$ cat config.mk
export PLATFORM = sky130hd
export DESIGN_NAME = lb2x2_stream_ctrl_flat
export DESIGN_NICKNAME = d
export VERILOG_FILES = /design/src/rtl/lb2x2_stream_ctrl_pkg.sv /design/src/rtl/lb2x2_stream_ctrl_if.sv /design/src/rtl/lb2x2_stream_ctrl_pos_counter.sv /design/src/rtl/lb2x2_stream_ctrl.sv /design/src/flat_wrapper.sv
export SDC_FILE = /design/constraint.sdc
export NUM_CORES = 1
export LEC_CHECK = 0
export ABC_AREA = 1
export ABC_CLOCK_PERIOD_IN_PS = 1200
export CORE_ASPECT_RATIO = 1.2
export CORE_UTILIZATION = 42
export CTS_BUF_LIST = sky130_fd_sc_hd__clkbuf_4 sky130_fd_sc_hd__clkbuf_8
export DETAILED_ROUTE_END_ITERATION = 8
export HOLD_SLACK_MARGIN = 0.08
export MAX_ROUTING_LAYER = met4
export PLACE_DENSITY = 0.76
export SLEW_MARGIN = 20
export SYNTH_ARGS = -nofsm -noshare
export SYNTH_HDL_FRONTEND = slang
export SYNTH_SLANG_ARGS = --single-unit
$ cat constraint.sdc
create_clock -name clk -period 1.2 [get_ports clk]
set_input_delay 0.24 -clock clk [delete_from_list [all_inputs] [get_ports clk]]
set_output_delay 0.24 -clock clk [all_outputs]
set_load 0.03 [all_outputs]
$ cat src/rtl/lb2x2_stream_ctrl_pkg.sv
// rtl/lb2x2_stream_ctrl_pkg.sv - shared state encoding and counter widths for the line buffer controllers
package lb_ctrl_pkg;

    typedef enum logic [2:0] {
        IDLE   = 3'd0,
        ARMED  = 3'd1,
        STREAM = 3'd2,
        DONE   = 3'd3,
        ERR    = 3'd4
    } lb_state_t;

    function automatic int cnt_width(input int n);
        return (n > 2) ? $clog2(n) : 1;
    endfunction

    localparam int ROW_W_DEFAULT = cnt_width(28);
    localparam int COL_W_DEFAULT = cnt_width(28);

endpackage

$ cat src/rtl/lb2x2_stream_ctrl_if.sv
// rtl/lb2x2_stream_ctrl_if.sv - upstream pixel stream, line buffer drive and window/status bundle
interface lb2x2_stream_ctrl_if
    import lb_ctrl_pkg::*;
#(
    parameter int dataColNum = 28,
    parameter int dataRowNum = 28,
    parameter int wordlength = 16
);
    localparam int RW = cnt_width(dataRowNum);
    localparam int CW = cnt_width(dataColNum);

    logic                  frame_start;
    logic                  s_valid;
    logic [wordlength-1:0] s_data;
    logic                  s_ready;
    logic                  lb_in_valid;
    logic [wordlength-1:0] lb_data_in;
    logic                  win_valid;
    logic [RW-1:0]         win_row;
    logic [CW-1:0]         win_col;
    logic                  frame_done;
    logic                  frame_err;
    logic                  busy;

    modport slave (
        input  frame_start, s_valid, s_data,
        output s_ready, lb_in_valid, lb_data_in,
               win_valid, win_row, win_col,
               frame_done, frame_err, busy
    );

    modport master (
        output frame_start, s_valid, s_data,
        input  s_ready, lb_in_valid, lb_data_in,
               win_valid, win_row, win_col,
               frame_done, frame_err, busy
    );

endinterface

$ cat src/rtl/lb2x2_stream_ctrl_pos_counter.sv
// rtl/lb2x2_stream_ctrl_pos_counter.sv - raster row/col position counter with clear and last-pixel flag
module lb_pos_counter
    import lb_ctrl_pkg::*;
#(
    parameter int COLS = 28,
    parameter int ROWS = 28
) (
    input  logic                       clk,
    input  logic                       rst,
    input  logic                       i_clr,
    input  logic                       i_inc,
    output logic [cnt_width(ROWS)-1:0] o_row,
    output logic [cnt_width(COLS)-1:0] o_col,
    output logic                       o_last
);
    localparam int RW = cnt_width(ROWS);
    localparam int CW = cnt_width(COLS);
    localparam logic [RW-1:0] ROW_MAX = RW'(ROWS - 1);
    localparam logic [CW-1:0] COL_MAX = CW'(COLS - 1);

    logic [RW-1:0] r_row;
    logic [CW-1:0] r_col;
    logic          w_col_wrap;
    logic          w_row_wrap;

    assign w_col_wrap = (r_col == COL_MAX);
    assign w_row_wrap = (r_row == ROW_MAX);

    // The final pixel wraps both counters so the row never runs past the frame
    always_ff @(posedge clk or posedge rst) begin
        if (rst) begin
            r_row <= '0;
            r_col <= '0;
        end else if (i_clr) begin
            r_row <= '0;
            r_col <= '0;
        end else if (i_inc) begin
            if (w_col_wrap) begin
                r_col <= '0;
                r_row <= w_row_wrap ? '0 : r_row + RW'(1);
            end else begin
                r_col <= r_col + CW'(1);
            end
        end
    end

    assign o_row  = r_row;
    assign o_col  = r_col;
    assign o_last = w_col_wrap & w_row_wrap;

endmodule

$ cat src/rtl/lb2x2_stream_ctrl.sv
// rtl/lb2x2_stream_ctrl.sv - 2x2 line buffer frame sequencer and window qualifier
// LB_STRIDE2_EN: only odd-row/odd-col windows (non-overlapping stride-2 pattern)
module lb2x2_stream_ctrl
    import lb_ctrl_pkg::*;
#(
    parameter int dataColNum = 28,
    parameter int dataRowNum = 28,
    parameter int wordlength = 16
) (
    input  logic               clk,
    input  logic               irst,
    lb2x2_stream_ctrl_if.slave bus
);
    localparam int RW = cnt_width(dataRowNum);
    localparam int CW = cnt_width(dataColNum);

    localparam logic [2:0] S_IDLE   = IDLE;
    localparam logic [2:0] S_ARMED  = ARMED;
    localparam logic [2:0] S_STREAM = STREAM;
    localparam logic [2:0] S_DONE   = DONE;
    localparam logic [2:0] S_ERR    = ERR;

    logic [2:0]            r_state;
    logic [2:0]            w_next;
    logic                  w_ready;
    logic                  w_accept;
    logic                  w_clr;
    logic                  w_last;
    logic                  w_win_ok;
    logic [RW-1:0]         w_row;
    logic [CW-1:0]         w_col;
    logic [wordlength-1:0] w_data;

    logic                  r_win_valid;
    logic [RW-1:0]         r_win_row;
    logic [CW-1:0]         r_win_col;

    assign w_ready  = (r_state == S_ARMED) || (r_state == S_STREAM);
    assign w_accept = bus.s_valid & w_ready;

    // Clear on entry to ARMED and on abort; a gap means the line buffer already emptied itself
    assign w_clr = ((r_state == S_IDLE) && bus.frame_start) ||
                   ((r_state == S_STREAM) && !bus.s_valid);

    lb_pos_counter #(
        .COLS (dataColNum),
        .ROWS (dataRowNum)
    ) u_pos (
        .clk    (clk),
        .rst    (irst),
        .i_clr  (w_clr),
        .i_inc  (w_accept),
        .o_row  (w_row),
        .o_col  (w_col),
        .o_last (w_last)
    );

    always_comb begin
        w_next = r_state;
        case (r_state)
            S_IDLE:   if (bus.frame_start) w_next = S_ARMED;
            S_ARMED:  if (bus.s_valid) w_next = S_STREAM;
            S_STREAM: begin
                if (!bus.s_valid)
                    w_next = S_ERR;
                else if (w_last)
                    w_next = S_DONE;
            end
            default:  w_next = S_IDLE;
        endcase
    end

    always_ff @(posedge clk or posedge irst) begin
        if (irst)
            r_state <= S_IDLE;
        else
            r_state <= w_next;
    end

`ifdef LB_STRIDE2_EN
    assign w_win_ok = w_accept && (w_row != '0) && (w_col != '0) && w_row[0] && w_col[0];
`else
    assign w_win_ok = w_accept && (w_row != '0) && (w_col != '0);
`endif

    // Registered so the strobe lines up with the line buffer's one-cycle output delay
    always_ff @(posedge clk or posedge irst) begin
        if (irst) begin
            r_win_valid <= 1'b0;
            r_win_row   <= '0;
            r_win_col   <= '0;
        end else begin
            r_win_valid <= w_win_ok;
            if (w_win_ok) begin
                r_win_row <= w_row;
                r_win_col <= w_col;
            end
        end
    end

    assign w_data          = bus.s_data;
    assign bus.lb_data_in  = w_data;
    assign bus.s_ready     = w_ready;
    assign bus.lb_in_valid = w_accept;
    assign bus.win_valid   = r_win_valid;
    assign bus.win_row     = r_win_row;
    assign bus.win_col     = r_win_col;
    assign bus.frame_done  = (r_state == S_DONE);
    assign bus.frame_err   = (r_state == S_ERR);
    assign bus.busy        = (r_state != S_IDLE);

endmodule

$ cat src/flat_wrapper.sv
// flat-port wrapper written by rule: the top's interface ports become plain ports
module lb2x2_stream_ctrl_flat import lb_ctrl_pkg::*;
#(
    parameter int dataColNum = 28,
    parameter int dataRowNum = 28,
    parameter int wordlength = 16
)
  (clk, irst, bus_frame_start, bus_s_valid, bus_s_data, bus_s_ready, bus_lb_in_valid, bus_lb_data_in, bus_win_valid, bus_win_row, bus_win_col, bus_frame_done, bus_frame_err, bus_busy);
  lb2x2_stream_ctrl_if #(.dataColNum(dataColNum), .dataRowNum(dataRowNum), .wordlength(wordlength)) bus_i ();
  input  logic clk;
  input  logic irst;
  input wire logic [$bits(bus_i.frame_start)-1:0] bus_frame_start;
  input wire logic [$bits(bus_i.s_valid)-1:0] bus_s_valid;
  input wire logic [$bits(bus_i.s_data)-1:0] bus_s_data;
  output wire logic [$bits(bus_i.s_ready)-1:0] bus_s_ready;
  output wire logic [$bits(bus_i.lb_in_valid)-1:0] bus_lb_in_valid;
  output wire logic [$bits(bus_i.lb_data_in)-1:0] bus_lb_data_in;
  output wire logic [$bits(bus_i.win_valid)-1:0] bus_win_valid;
  output wire logic [$bits(bus_i.win_row)-1:0] bus_win_row;
  output wire logic [$bits(bus_i.win_col)-1:0] bus_win_col;
  output wire logic [$bits(bus_i.frame_done)-1:0] bus_frame_done;
  output wire logic [$bits(bus_i.frame_err)-1:0] bus_frame_err;
  output wire logic [$bits(bus_i.busy)-1:0] bus_busy;
  assign bus_i.frame_start = bus_frame_start;
  assign bus_i.s_valid = bus_s_valid;
  assign bus_i.s_data = bus_s_data;
  assign bus_s_ready = bus_i.s_ready;
  assign bus_lb_in_valid = bus_i.lb_in_valid;
  assign bus_lb_data_in = bus_i.lb_data_in;
  assign bus_win_valid = bus_i.win_valid;
  assign bus_win_row = bus_i.win_row;
  assign bus_win_col = bus_i.win_col;
  assign bus_frame_done = bus_i.frame_done;
  assign bus_frame_err = bus_i.frame_err;
  assign bus_busy = bus_i.busy;
  lb2x2_stream_ctrl #(.dataColNum(dataColNum), .dataRowNum(dataRowNum), .wordlength(wordlength)) u_core (.clk(clk), .irst(irst), .bus(bus_i));
endmodule
==> results.tsv <==
stage	metric	value	unit
routing	vias	1411	
timing	setup_viol	29	
routing	wl_per_cell	13.35	µm
final_layout	fin_area	0.002233	mm²
timing	clock.fmax	642.1	MHz
final_layout	antenna_cells	0	
grt	overflow	0	
timing	period_needed	1.557	ns
timing	rsz0062_at_grt	true	
clock_tree	clk_pin_slew	0.09	ns
worst_setup_path	worstPathRequired	0.96	ns
placed_design	place_hpwl	2221	µm
routing	drtIter0Drc	38	
clock_tree	htreeDepth	1	
worst_setup_path	critPathArrivalTime	1.32	ns
power_and_ir_drop	leakage	1.152	nW
clock_tree	clkLatencyLatePin	0.28	ns
timing	fin_crit_sh	1.298	
floorplan	core_area	0.003367	mm²
hold_path	hp-class	in2async	
routing	first_pass_iters	4	
grt	track_usage	0.2058	
clock_tree	cts_root_buf	clkbuf_8	
yosys	synthCells	193	
flow_run	cap_viol_max_count	0	
final_layout	syn_to_final_growth	50.51	%
yosys	synthAdderAreaFrac	0.03373	
yosys	synth-simple-area-share	0.3811	
power_and_ir_drop	power	0.005588	W
floorplan	fp.dieH	67.12	µm
placed_design	post-place-cells	262	
worst_setup_path	r2r-end	u_core.u_pos.o_col[0]	
floorplan	die_w	56.26	µm
final_layout	fin_nets	270	
yosys	syn_avg_cell_area	7.689	µm²
run_status	outcome	finished, violations left	
yosys	synth_compound_area_frac	0.01686	
routing	routed_wl	3765	µm
final_layout	stdcell_count	282	
grt	grt_pass1_vias	1328	
placed_design	globalplace.congestion	0.8147	
run_status	violations	setup timing	
power_and_ir_drop	p_per_area	2502	mW/mm²
power_and_ir_drop	vdd_drop_max	1815	µV
worst_setup_path	crit_path_max_fanout	3	
floorplan	die_area	0.003776	mm²
grt	grt_max_degree	25	
yosys	ys_warn_count	0	
worst_setup_path	r2r_cells	10	
yosys	synth_xor_area_frac	0	
worst_setup_path	reg2reg_slack	-0.32	ns
grt	antenna_found_initial	0	
clock_tree	cts_hold_buf	0	
yosys	syn_area	0.001484	mm²
floorplan	ioPinCount	52	
clock_tree	clock_sinks	24	
final_layout	final_util	0.6633	
placed_design	numPortBuffers	19	
yosys	syn_nets	217	
timing	hold_viol	0	
worst_setup_path	startpoint_type	flip-flop	
timing	fin_ws	-0.3575	ns
clock_tree	cts_tree	yes	
yosys	synth_mux_area_frac	0	
routing	vias_per_cell	5.004	
grt	grt_pass1_wl	5789	µm
timing	slew_headroom	0.8450	
timing	tightest_slew	0.2322	ns
clock_tree	clk_path_buf_depth	2	
yosys	synth-seq-area-share	0.4047	
clock_tree	cts_inserted_buffers	3	
placed_design	dp_slack	-0.3025	ns
timing	maxSlewViolCount	0	
final_layout	drive_gt1_frac	0.4367	
floorplan	core.rowCount	23	
yosys	ys_ff_latch	24	
worst_setup_path	critical_path_class	reg2out	
yosys	synth_top_family_by_area	simple AND/OR/NAND/NOR gates	
routing	drc_errors	0	
timing	skew	0.005908	ns
placed_design	placed_area	0.001869	mm²
routing	ant_nets	0	
worst_setup_path	rr_startpoint	u_core.r_state[1]	
floorplan	start_util	0.4407	
worst_setup_path	crit_path_end_kind	output port	
yosys	yosysUniqueCellTypes	22	
flip-flops by register name (all words and copies together), names as in the netlist:
register / cells
u_core.bus.win_row: 5
u_core.bus.win_valid: 1
u_core.u_pos.o_col: 5
u_core.bus.win_col: 5
u_core.u_pos.o_row: 5
u_core.r_state: 3
worst max-delay path by stage:
| stage | from | end | slack [ns] | depth (start not counted) |
|---|---|---|---|---|
| finish | u_core.r_state[1] | bus_lb_in_valid | -0.36 | 7 |
| global route | u_core.r_state[1] | bus_lb_in_valid | -0.41 | 7 |
| CTS | u_core.r_state[0] | bus_lb_in_valid | -0.34 | 7 |
| detailed placement | bus_s_valid | u_core.u_pos.o_row[1] | -0.30 | 8 |
| global placement | u_core.r_state[2] | bus_busy | -0.29 | 3 |
| floorplan | u_core.r_state[1] | bus_lb_in_valid | -0.05 | 5 |
layer usage:
metal	up-vias	GRT usage	wire, µm
met5	-	-	0
met4	0	0.1006	99
met3	7	0.02136	116
met2	30	0.3765	1884
met1	668	0.2237	1663
li1	706	-	-
stage by stage:
| stage | TNS (ns) | hold WS, ns |
|---|---|---|
| 2_1_floorplan | -0.4261 | 0.2546 |
| 3_3_place_gp | -5.224 | 0.4630 |
| 3_5_place_dp | -5.787 | 0.4645 |
| 4_1_cts | -6.678 | 0.2864 |
| 5_1_grt | -9.016 | 0.3322 |
| 6_report | -7.048 | 0.2781 |
cells in the mapped netlist:
library cell	number	area share
inv_1	17	0.043
inv_2	4	0.010
ha_1	4	0.034
nand4_2	2	0.017
buf_2	3	0.010
o21ai_0	1	0.0034
nor2_1	16	0.040
dfrtp_1	24	0.40
or2_2	1	0.0042
o21bai_1	2	0.010
nand2_1	56	0.14
nand2_4	2	0.015
nand3_2	2	0.013
nand2_2	2	0.0084
a21oi_1	1	0.0034
buf_12	1	0.013
nand4_1	5	0.021
nor3_1	4	0.013
buf_4	16	0.081
inv_6	1	0.0059
nor2_4	2	0.015
nand3_1	27	0.091
where the power goes:
group / internal, W / switching [W] / total (W)
Sequential: 0.00105 / 0.000207 / 0.00126
Combinational: 0.00161 / 0.00197 / 0.00359
Clock: 0.000447 / 0.000290 / 0.000737
what timing repair did:
item / CTS / global route
buffers inserted: 9 / 8
pin swaps: 9 / 15
gates cloned: 0 / 1
setup endpoints to repair: 28 / 29
resized for setup: 30 / 19
endpoints found under the hold margin: 0 / 0
worst max-delay path: stages (launching register included):
cell and delay, ns:
dfrtp_1 0.41, buf_6 0.15, inv_6 0.06, nand3_4 0.08, nand2_4 0.10, nand2_4 0.07, inv_8 0.05, buf_6 0.11
logic make-up after synthesis:
family	Yosys count
and+or+nand+nor	119
AOI/OAI and AO/OA	4
adders and majority gates	4
buffers and inverters	42
DFF	24
layout by cell type, fill, tap and decap left out, drive strengths merged:
master	n
buf	64
nand2	60
nand3	29
dfrtp	24
inv	21
nor2	18
nand4	8
nor3	4
ha	4
clkbuf	3
clkdlybuf4s50	3
o21bai	2
clkinv	1
a21oi	1
or2	1
o21ai	1
bufinv	1
cell type report:
cell class,instances,area (µm²)
Clock buffer,3,41.29
Clock inverter,1,30.03
Fill cell,276,1134
Inverter,22,117.6
Multi-Input combinational cell,128,812.0
Sequential cell,24,600.6
Tap cell,37,46.29
Timing Repair Buffer,67,585.6
Power figures use the tool's default switching activity.
